### src/rtl/cpu_timer.sv
// cpu_timer: memory-mapped countdown timer on the CPU data bus.
// Software loads PRESET, enables it via CTRL, and the timer counts COUNT down
// to zero, then raises int_flag (and irq when IM is set). MODE=01 auto-reloads,
// every other MODE is one-shot and clears EN when the interrupt fires.
module cpu_timer #(
    parameter int WIDTH = 32
) (
    input  logic        clk,
    input  logic        reset,
    input  logic [1:0]  addr,
    input  logic        we,
    input  logic [31:0] wdata,
    output logic [31:0] rdata,
    output logic        irq
);

    typedef enum logic [1:0] {
        IDLE = 2'd0,
        LOAD = 2'd1,
        CNT  = 2'd2,
        INT  = 2'd3
    } state_t;

    state_t             r_state;
    logic               r_en;
    logic [1:0]         r_mode;
    logic               r_im;
    logic [WIDTH-1:0]   r_preset;
    logic [WIDTH-1:0]   r_count;
    logic               r_intFlag;

    state_t             w_stateNext;
    logic [WIDTH-1:0]   w_countNext;
    logic               w_enNext;
    logic               w_intFlagNext;
    logic               w_setFlag;
    logic               w_clrFlag;
    logic               w_clrEn;
    logic               w_wrCtrl;
    logic               w_wrPreset;
    logic               w_countZero;
    logic               w_autoReload;
    logic               w_unusedWdata;

    assign w_wrCtrl      = we && (addr == 2'd0);
    assign w_wrPreset    = we && (addr == 2'd1);
    assign w_countZero   = (r_count == '0);
    assign w_autoReload  = (r_mode == 2'b01);
    assign w_unusedWdata = ^wdata;

    // Next-state logic: FSM transitions, counter update, and the EN/flag merge
    // where a CPU write always wins over what the FSM wants on the same edge.
    always_comb begin
        w_stateNext   = r_state;
        w_countNext   = r_count;
        w_setFlag     = 1'b0;
        w_clrFlag     = 1'b0;
        w_clrEn       = 1'b0;
        w_enNext      = r_en;
        w_intFlagNext = r_intFlag;

        case (r_state)
            IDLE: begin
                if (r_en) begin
                    w_stateNext = LOAD;
                end
            end
            LOAD: begin
                w_countNext = r_preset;
                w_stateNext = CNT;
            end
            CNT: begin
                if (!r_en) begin
                    w_stateNext = IDLE;
                end else if (w_countZero) begin
                    w_stateNext = INT;
                    w_setFlag   = 1'b1;
                    w_clrEn     = !w_autoReload;
                end else begin
                    w_countNext = r_count - WIDTH'(1);
                end
            end
            INT: begin
                if (w_autoReload) begin
                    w_stateNext = LOAD;
                    w_clrFlag   = 1'b1;
                end else begin
                    w_stateNext = IDLE;
                end
            end
            default: begin
                w_stateNext = IDLE;
            end
        endcase

        if (w_wrCtrl) begin
            w_enNext = wdata[0];
        end else if (w_clrEn) begin
            w_enNext = 1'b0;
        end

        if (w_wrCtrl || w_wrPreset) begin
            w_intFlagNext = 1'b0;
        end else if (w_setFlag) begin
            w_intFlagNext = 1'b1;
        end else if (w_clrFlag) begin
            w_intFlagNext = 1'b0;
        end
    end

    // State and register file update; reset aborts any count in progress.
    always_ff @(posedge clk or posedge reset) begin
        if (reset) begin
            r_state   <= IDLE;
            r_en      <= 1'b0;
            r_mode    <= 2'b00;
            r_im      <= 1'b0;
            r_preset  <= '0;
            r_count   <= '0;
            r_intFlag <= 1'b0;
        end else begin
            r_state   <= w_stateNext;
            r_count   <= w_countNext;
            r_en      <= w_enNext;
            r_intFlag <= w_intFlagNext;
            if (w_wrCtrl) begin
                r_mode <= wdata[2:1];
                r_im   <= wdata[3];
            end
            if (w_wrPreset) begin
                r_preset <= wdata[WIDTH-1:0];
            end
        end
    end

    // Read mux straight off the registers so loads see values with no latency.
    always_comb begin
        rdata = 32'd0;
        case (addr)
            2'd0:    rdata = {28'd0, r_im, r_mode, r_en};
            2'd1:    rdata = 32'(r_preset);
            2'd2:    rdata = 32'(r_count);
            default: rdata = 32'd0;
        endcase
    end

    assign irq = r_im & r_intFlag;

endmodule

### config.mk
export PLATFORM = sky130hd
export DESIGN_NAME = cpu_timer
export DESIGN_NICKNAME = d
export VERILOG_FILES = /design/src/rtl/cpu_timer.sv
export SDC_FILE = /design/constraint.sdc
export NUM_CORES = 1
export LEC_CHECK = 0
export BUFFER_PORTS_ARGS = -buffer_cell sky130_fd_sc_hd__buf_4
export CORE_MARGIN = 2
export CORE_UTILIZATION = 40
export DETAILED_ROUTE_END_ITERATION = 16
export HOLD_SLACK_MARGIN = 0.06
export SLEW_MARGIN = 25
export SYNTH_ARGS = -nofsm -noshare
export SYNTH_HDL_FRONTEND = slang
export SYNTH_SLANG_ARGS = --single-unit
### constraint.sdc
create_clock -name clk -period 6.1 [get_ports clk]
set_input_delay 1.22 -clock clk [delete_from_list [all_inputs] [get_ports clk]]
set_output_delay 1.22 -clock clk [all_outputs]
set_load 0.01 [all_outputs]
* Word level (Yosys, flattened, before mapping)
Index checks and enable logic that the tools add are counted.
W data, S select, Z words.
** Storage, ports and cells
- Bits in registers :: 71
- Input port bits :: 37
- Output and inout port bits :: 33
- Word-level logic and storage cells :: 53
** Cells by class
- Add/sub/neg operators :: 1
- Equality and inequality tests :: 10
- Mux-type cells :: 22
- Bitwise gates (word level) :: 1
- Reductions and logical operators :: 12
** Operators with widths (number)
- $pmux W32 S3 :: 1
- $mux W32 :: 2
- $pmux W32 S2 :: 1
- $logic_not A32 Y1 :: 1
- $sub A32 B1 Y32 const B :: 1
- $mux W1 :: 14
- $pmux W2 S4 :: 1
- $eq A2 B1 Y1 const B :: 3
- $eq A2 B2 Y1 const B :: 3
- $mux W2 :: 3
- $ne A2 B2 Y1 const B :: 3
- $logic_not A2 Y1 :: 2
- $reduce_bool A2 Y1 :: 2
- $ne A3 B3 Y1 const B :: 1
- $reduce_and A3 Y1 :: 1
- $reduce_bool A3 Y1 :: 1
- $logic_and A1 B1 Y1 :: 2
- $reduce_and A2 Y1 :: 1
- $and A1 B1 Y1 :: 1
- $logic_not A1 Y1 :: 1
- $logic_or A1 B1 Y1 :: 1

* Logic depth before layout (Yosys ltp)
Gate-level depths: netlist of the first run.
- Depth in word-level cells :: 7
- Depth in mapped cells :: 9
- Depth with buffers taken out :: 7

* Least setup slack after synthesis of the first run
No wires, ideal clock.
- Path kind :: input -> output
- Start point :: input addr[1]
- End point :: output rdata[10]
- Data arrival time :: 2462 ps
- Setup slack :: 2418 ps
- Cell stages on the path :: 5
- Cells stage by stage :: clkbuf_1 -> inv_1 -> nor2_1 -> clkbuf_1 -> a22o_1
** Between the ends
- Longest elaborated chain between the ends :: 2
- Elaborated cells on any way between the ends :: 4
** RTL lines
- from (decl) :: line 10 : input logic [1:0] addr,
- $eq A2 B2 Y1 (tied with other cells) :: line 139 : case (addr)
- $pmux W32 S3 (*) :: line 139
- to (decl) :: line 13 : output logic [31:0] rdata,
Mark *: on every way between the ends. The rest lies on a longest branch, timed or not.

* Final worst setup path of the first run
- Start point :: input addr[1]
- End point :: output rdata[19]
Same word-level chain as after synthesis.

==> summary.txt, run 1 <==
Status: complete, no violations
DRT iter0 DRCs: 213
Routability cong.: 0.882
PortBufs: 69
Main synth FF type: dfrtp_1
CTS resizes: 0
P&R area growth vs syn: 21.2%
Type of the most critical hold path: register to register
Pre-Repair DR Iteration Count: 5
Final Hold Viols: 0
VDD IR max: 0.168 mV
Syn. warnings: 0
Top Ports: 70
EDFF count, synth: 0
R2R depth: 8
Worst hold path endpoint: r_mode[0]
Largest net degree at the start of global routing: 72
Worst hold stages: 1
Hold Startpoint: r_mode[0]
Row count: 36
Die Span X: 105 microns
Clock sinks: 71
Slew Viols, Final: 0
DP Worst Slack: 2.37 ns
FILL cells: 928
Initial antenna violation count: 0
Die span in y: 105 microns
R2R Path Start: r_count[0]
Clk slew on worst S/H paths: 0.08 ns
Gr usage total: 0.207
Sequential area share after synthesis: 0.437
CP Launch Type: input pin
Max incr delay on CP: 0.37 ns
Drt wl/cell: 18.4 microns
Ant diodes: 0
Critical-path top delay cell: nor2_2
Clock Tree Root: clkbuf_8
Slew @ Worst Pin: 0.999 ns
Power Dens Cells: 415 mW/mm^2
Area of the multi-input gates: 0.00214 sq mm
Distinct cells, synth: 51
CP arrival: 2.49 ns
CP Data Required Time: 4.88 ns
Die area: 0.0110 sq mm
Final setup viols: 0
Final hold slack: 0.536 ns
Syn_nets: 450
Yosys reg bits: 71
Max clock buf depth: 2
Setup Skew: 0.00738 ns
PnR worst setup slack: 2.39 ns
Crit share post-route: 0.609
First-pass GRT wire length: 18100 microns
Worst skew pair latency: 0.36 ns
Routed WL: 11200 microns
Crit path buffers/inverters: 4
Synthesized area per cell: 9.87 sq um
CTS buffer count: 9
Mapped Cells: 412
Share of layout cells above drive strength 1: 0.303
Fmax: 269 MHz
Pleak: 2.04 nW
Starting density of the core: 0.414
DR DRC count: 0
Final nets: 509
DP HPWL: 7310 microns
Setup TNS: 0 ns
Minimum clock period: 3.71 ns
Grt total ovfl: 0
Post-CTS setup buffer count: 0
Worst r2r dst: r_count[18]
Cts hold-fix bufs: 0
H-tree Lvls: 3
Largest delay share family, worst path: buffers and inverters
RSZ-0062 raised after global routing: false
Max FO, Critical Path: 19
Max-slew headroom: 0.329
DR vias: 3602
Critical path cell sequence: buf_4, inv_1, nor2_2, buf_4, a22o_1, buf_4
Area occupied by registers: 0.00178 sq mm
Max-cap violation count: 0
Core area: 0.00982 sq mm
Post-DR vias/cell: 5.91
Cell Area, Synth: 0.00407 sq mm
DRT antenna net count: 0
CTS tree: done
Fin util: 0.502
Vias in the first global route: 3513
Most used cell, CP: buf_4
Worst Setup Path Type: input pin to primary output
Post-synth ARST share: 1.00
CP endpoint kind: primary output
Reg-to-reg slack, setup: 2.55 ns
-- report_power, final --
part           internal [mW]  total (mW)  leakage [nW]  switching [mW]
sequential             0.628       0.843         0.834           0.215
clock                  0.198       0.380        0.0981           0.183
combinational          0.398       0.820          1.11           0.422
total                   1.22        2.04          2.04           0.820
-- flip-flops by register name, summed over array words and instances (netlist names) --
name	cells
r_intFlag	1
r_count	32
r_mode	2
r_im	1
r_en	1
r_state	2
r_preset	32
-- worst reg2reg max path, cell delays in order (launching register included) --
cell and delay (ns):
dfrtp_1 0.47, inv_1 0.09, ha_1 0.19, or3b_1 0.45
or3_4 0.51, nor4b_2 0.85, buf_4 0.37, nor2_1 0.25
a22o_1 0.27
-- per-layer routing --
layer | track usage | wire [microns]
met4 | 0.0743 | 202
met1 | 0.275 | 5070
met3 | 0.0499 | 621
met2 | 0.329 | 5330
met5 | 0 | 0
-- synth_stat cells (2+ instances only) --
cell type / instances / area [sq um]
dfrtp_1: 71 / 1780
nor2_1: 40 / 150
mux2_2: 35 / 394
a22o_1: 30 / 263
nor3_1: 28 / 140
clkbuf_1: 24 / 90.1
a31oi_1: 17 / 106
o22a_1: 17 / 149
nand2_1: 16 / 60.1
o21ai_0: 15 / 75.1
nor4_1: 11 / 68.8
a21oi_1: 8 / 40.0
a2bb2oi_1: 7 / 61.3
inv_1: 7 / 26.3
nand4_1: 6 / 37.5
a211oi_1: 5 / 37.5
a41oi_1: 5 / 43.8
buf_1: 5 / 18.8
mux2i_1: 5 / 50.1
nand3_1: 5 / 25.0
o22ai_1: 5 / 31.3
o31ai_1: 5 / 37.5
nor2b_1: 4 / 25.0
or4_1: 4 / 30.0
a22oi_1: 3 / 22.5
or3_1: 3 / 18.8
a221oi_1: 2 / 17.5
and2_1: 2 / 12.5
buf_6: 2 / 22.5
nand2b_1: 2 / 12.5
o221a_2: 2 / 22.5
o221ai_1: 2 / 17.5
-- area by class of cell --
cell class              instances  share of cell area
clock buffers                  10              0.0279
flip-flops and latches         71               0.361
multi-input cells             301               0.433
clock inverters                 6              0.0122
inverters                       8             0.00609
well taps                     133              0.0338
repair buffers                 80               0.126
-- cells in the final DEF, fill, tap and decap left out, types with 3 or more instances in the layout --
| cell | n |
|---|---|
| nor4_1 | 11 |
| a2bb2oi_1 | 7 |
| or3_1 | 3 |
| mux2i_1 | 5 |
| a211oi_1 | 5 |
| o22a_1 | 17 |
| or4_1 | 4 |
| nand3_1 | 5 |
| nor3_1 | 28 |
| a41oi_1 | 5 |
| nand2_1 | 16 |
| mux2_2 | 35 |
| inv_1 | 6 |
| a22o_1 | 30 |
| buf_4 | 79 |
| a31oi_1 | 17 |
| a22oi_1 | 3 |
| o21ai_0 | 15 |
| nand4_1 | 6 |
| dfrtp_1 | 71 |
| nor2_1 | 39 |
| clkbuf_8 | 10 |
| clkinv_2 | 3 |
| a21oi_1 | 7 |
| o22ai_1 | 5 |
| o31ai_1 | 5 |
-- worst max-delay path by stage --
| stage | from | endpoint | cells after the start |
|---|---|---|---|
| 3_5_place_dp | addr[1] | rdata[17] | 6 |
| 3_3_place_gp | addr[1] | rdata[17] | 6 |
| 2_1_floorplan | addr[1] | rdata[10] | 5 |
| 5_1_grt | addr[1] | rdata[27] | 6 |
| 6_report | addr[1] | rdata[19] | 6 |
| 4_1_cts | addr[1] | rdata[17] | 6 |
-- stage by stage --
step,area (sq um),power (mW),instances
2_1_floorplan,4070,1.40,412
3_3_place_gp,4700,1.64,592
3_5_place_dp,4700,1.66,592
4_1_cts,4900,2.05,608
5_1_grt,4930,2.18,609
6_report,4930,2.04,609
-- kinds of logic (layout without fill, tap and decap cells) --
logic type               Yosys count  in the layout  synth area share
AO/OA/AOI/OAI                    131            131             0.248
adder cells (fa/ha/maj)            1              1           0.00308
buffers and inverters             40            104            0.0416
flip-flops                        71             71             0.437
multiplexers                      40             40             0.109
AND/OR/NAND/NOR                  129            129             0.161
Note: power is estimated with default switching activity, not from simulation.
==> run 2: changes to the inputs <==
==> constraint.sdc (replaced) <==
create_clock -name clk -period 3.4 [get_ports clk]
set_input_delay 0.68 -clock clk [delete_from_list [all_inputs] [get_ports clk]]
set_output_delay 0.68 -clock clk [all_outputs]
set_load 0.01 [all_outputs]
==> summary.txt, run 2 (same netlist as run 1, synthesis figures left out) <==
Status: complete, no violations
CTS tree: done
Post-DR vias/cell: 5.93
Max-slew headroom: 0.419
Die Span X: 105 microns
CP Launch Type: register
Setup TNS: 0 ns
Max FO, Critical Path: 22
DR vias: 3654
Worst path depth: 8
RSZ-0062 raised after global routing: false
R2R depth: 8
Grt total ovfl: 0
DRT iter0 DRCs: 189
Die span in y: 105 microns
Commonest non-fill, non-tap cell in the layout: buf_4
Worst skew pair latency: 0.35 ns
Final setup viols: 0
Total power: 3.60 mW
Critical-path top delay cell: or4_1
Routed WL: 11400 microns
Power Dens Cells: 730 mW/mm^2
Routability cong.: 0.849
Max clock buf depth: 2
CP arrival: 3.30 ns
Ant diodes: 0
Die area: 0.0110 sq mm
CP endpoint kind: register
Largest delay share family, worst path: simple AND/OR/NAND/NOR gates
Clock sinks: 71
Minimum clock period: 3.10 ns
Clk slew on worst S/H paths: 0.09 ns
Worst Setup Path Type: register to register
Top Ports: 70
CTS buffer count: 9
PortBufs: 69
Reg-to-reg slack, setup: 0.30 ns
Crit path buffers/inverters: 2
Type of the most critical hold path: input pin to asynchronous set/reset pin
Critical path cell sequence: inv_1, ha_1, or3b_1, or3_4, or4_1, o21ai_4, buf_12, o21ai_0
Biggest regs: r_count x32, r_preset x32
P&R area growth vs syn: 21.2%
FILL cells: 974
Fmax: 323 MHz
Clock Tree Root: clkbuf_8
Row count: 36
Largest net degree at the start of global routing: 54
Vias in the first global route: 3770
Gr usage total: 0.216
Pre-Repair DR Iteration Count: 5
Max incr delay on CP: 0.75 ns
DRT antenna net count: 0
Final nets: 516
Max-cap violation count: 0
Final Hold Viols: 0
CP Data Required Time: 3.61 ns
Cts hold-fix bufs: 0
Starting density of the core: 0.414
DP HPWL: 7700 microns
VDD IR max: 0.319 mV
Setup Skew: 0.0184 ns
Drt wl/cell: 18.4 microns
Share of layout cells above drive strength 1: 0.304
Post-CTS setup buffer count: 0
Crit share post-route: 0.910
CTS resizes: 0
Fin util: 0.502
Slew Viols, Final: 0
Commonest non-fill, non-tap cells in the layout: buf_4, dfrtp_1, nor2_1
H-tree Lvls: 3
Pleak: 2.06 nW
Slew @ Worst Pin: 0.868 ns
Initial antenna violation count: 0
DR DRC count: 0
First-pass GRT wire length: 19100 microns
Core area: 0.00982 sq mm
[run 2: path summary, 6_finish.rpt]
| path | from | endpoint |
|---|---|---|
| min | reset | r_preset[29] |
| min reg2reg | r_mode[0] | r_mode[0] |
| max reg2reg | r_count[0] | r_count[2] |
| max | r_count[0] | r_count[2] |
| max in group asynchronous | reset | r_count[2] |
| min in group clk | we | r_intFlag |
[run 2: metrics by stage]
step                      cell area, sq um  hold slack, ns  setup slack (ns)  cells
after floorplan                       4070           0.494             0.722    412
after global routing                  4930           0.357             0.188    616
final                                 4930           0.340             0.304    616
after global placement                4770           0.514             0.429    600
after detailed placement              4770           0.520             0.356    600
after CTS                             4930           0.348             0.320    616
[run 2: final cells by class]
class | count | area [sq um] | area share
multi-input cells | 301 | 2130 | 0.433
repair buffers | 87 | 666 | 0.135
clock inverters | 4 | 22.5 | 0.00457
flip-flops and latches | 71 | 1780 | 0.360
well taps | 133 | 166 | 0.0338
inverters | 8 | 30.0 | 0.00609
clock buffers | 12 | 135 | 0.0274
[run 2: where the power goes]
part           internal [mW]  switching [mW]
Sequential              1.13           0.379
Clock                  0.262           0.322
Combinational          0.741           0.767
[run 2: routing by layer]
layer | global-route usage | up-vias | routed length (microns)
met5 | 0 | - | 0
met4 | 0.0705 | 0 | 65
met3 | 0.0462 | 6 | 717
met2 | 0.337 | 120 | 5400
met1 | 0.299 | 1796 | 5160
li1 | - | 1732 | -
[run 2: worst register-to-register path, cell delays in order, from the launching register on]
cell and delay, ns:
dfrtp_1 0.46, inv_1 0.08, ha_1 0.18, or3b_1 0.44
or3_4 0.50, or4_1 0.75, o21ai_4 0.24, buf_12 0.18
o21ai_0 0.11
==> run 3: changes to the inputs <==
--- a/config.mk
+++ b/config.mk
@@ -10,6 +10,7 @@
 export CORE_UTILIZATION = 40
 export DETAILED_ROUTE_END_ITERATION = 16
 export HOLD_SLACK_MARGIN = 0.06
+export RECOVER_POWER = 25
 export SLEW_MARGIN = 25
 export SYNTH_ARGS = -nofsm -noshare
 export SYNTH_HDL_FRONTEND = slang
==> summary.txt, run 3 (same netlist as run 1, synthesis figures left out) <==
CP arrival: 3.31 ns
Setup TNS: 0 ns
Largest net degree at the start of global routing: 54
First-pass GRT wire length: 19100 microns
DR vias: 3649
Worst skew pair latency: 0.35 ns
Final Hold Viols: 0
Fmax: 322 MHz
Biggest regs: r_count x32, r_preset x32
Max incr delay on CP: 0.75 ns
Ant diodes: 0
Critical-path top delay cell: or4_1
CP Launch Type: register
R2R depth: 8
Max FO, Critical Path: 22
H-tree Lvls: 3
Top Ports: 70
Post-DR vias/cell: 5.92
CTS tree: done
Crit path buffers/inverters: 2
Cts hold-fix bufs: 0
PortBufs: 69
Met2 WL: 5440 microns
Status: finished, violations left
Metal-1 WL: 5250 microns
Commonest non-fill, non-tap cell in the layout: buf_4
Routed WL: 11400 microns
Max-cap violation count: 1
Clock Tree Root: clkbuf_8
DP HPWL: 7700 microns
Gr usage total: 0.216
Critical path cell sequence: inv_1, ha_1, or3b_1, or3_4, or4_1, o21ai_4, buf_12, o21ai_0
Die Span X: 105 microns
Slew Viols, Final: 34
CP Data Required Time: 3.61 ns
DR DRC count: 0
CTS resizes: 0
Core area: 0.00982 sq mm
Clock sinks: 71
DRT iter0 DRCs: 186
CP endpoint kind: register
Pre-Repair DR Iteration Count: 5
P&R area growth vs syn: 21.1%
Vias in the first global route: 3770
Worst Setup Path Type: register to register
DRT antenna net count: 0
Commonest non-fill, non-tap cells in the layout: buf_4, dfrtp_1, nor2_1
Drt wl/cell: 18.5 microns
Share of layout cells above drive strength 1: 0.298
Max clock buf depth: 2
Grt total ovfl: 0
DP Worst Slack: 0.356 ns
Power Dens Cells: 732 mW/mm^2
CTS buffer count: 9
Pleak: 2.05 nW
Failing checks: max-capacitance violations, max-slew violations
PnR worst setup slack: 0.295 ns
Top Layer Used: met4
WL met3: 619 microns
Crit share post-route: 0.913
Final setup viols: 0
Routability cong.: 0.849
RSZ-0062 raised after global routing: false
Post-CTS setup buffer count: 0
Initial antenna violation count: 0
Row count: 36
Final nets: 516
Die area: 0.0110 sq mm
Worst path depth: 8
Clk slew on worst S/H paths: 0.09 ns
Minimum clock period: 3.10 ns
Slew @ Worst Pin: 1.81 ns
Starting density of the core: 0.414
VDD IR max: 0.318 mV
Die span in y: 105 microns
Max-slew headroom: -0.207
Type of the most critical hold path: input pin to asynchronous set/reset pin
Largest delay share family, worst path: simple AND/OR/NAND/NOR gates
Setup Skew: 0.0191 ns
run 3: cell type report:
cell class | instances | area (sq um)
multi-input cells | 301 | 2130
repair buffers | 87 | 658
inverters | 8 | 30.0
well taps | 133 | 166
fillers | 976 | 4900
clock inverters | 4 | 22.5
clock buffers | 12 | 135
flip-flops and latches | 71 | 1780
run 3: routing by layer:
metal	vias to the layer above	track usage
li1	1732	-
met1	1793	0.299
met2	116	0.337
met3	8	0.0462
met4	0	0.0705
met5	-	0
run 3: worst paths after layout:
check                      startpoint            to  slack, ns
min reg2reg                 r_mode[0]     r_mode[0]       0.53
max reg2reg                r_count[0]    r_count[2]       0.30
max                        r_count[0]    r_count[2]       0.30
min in group clk                   we     r_intFlag       0.51
max in group asynchronous       reset    r_count[2]       0.76
min                             reset  r_preset[29]       0.49
run 3: report_power, final:
part / switching, mW / internal [mW]
clock network: 0.322 / 0.262
logic: 0.769 / 0.740
registers: 0.381 / 1.13
total: 1.47 / 2.13
run 3: per-stage QoR:
step	power (mW)	hold slack, ns	utilization	cell area, sq um	instances
2_1_floorplan	2.51	0.494	-	4070	412
3_3_place_gp	2.98	0.514	0.486	4770	600
3_5_place_dp	3.02	0.520	0.486	4770	600
4_1_cts	3.61	0.348	0.502	4930	616
5_1_grt	3.88	0.505	0.501	4920	616
6_report	3.60	0.488	0.501	4920	616
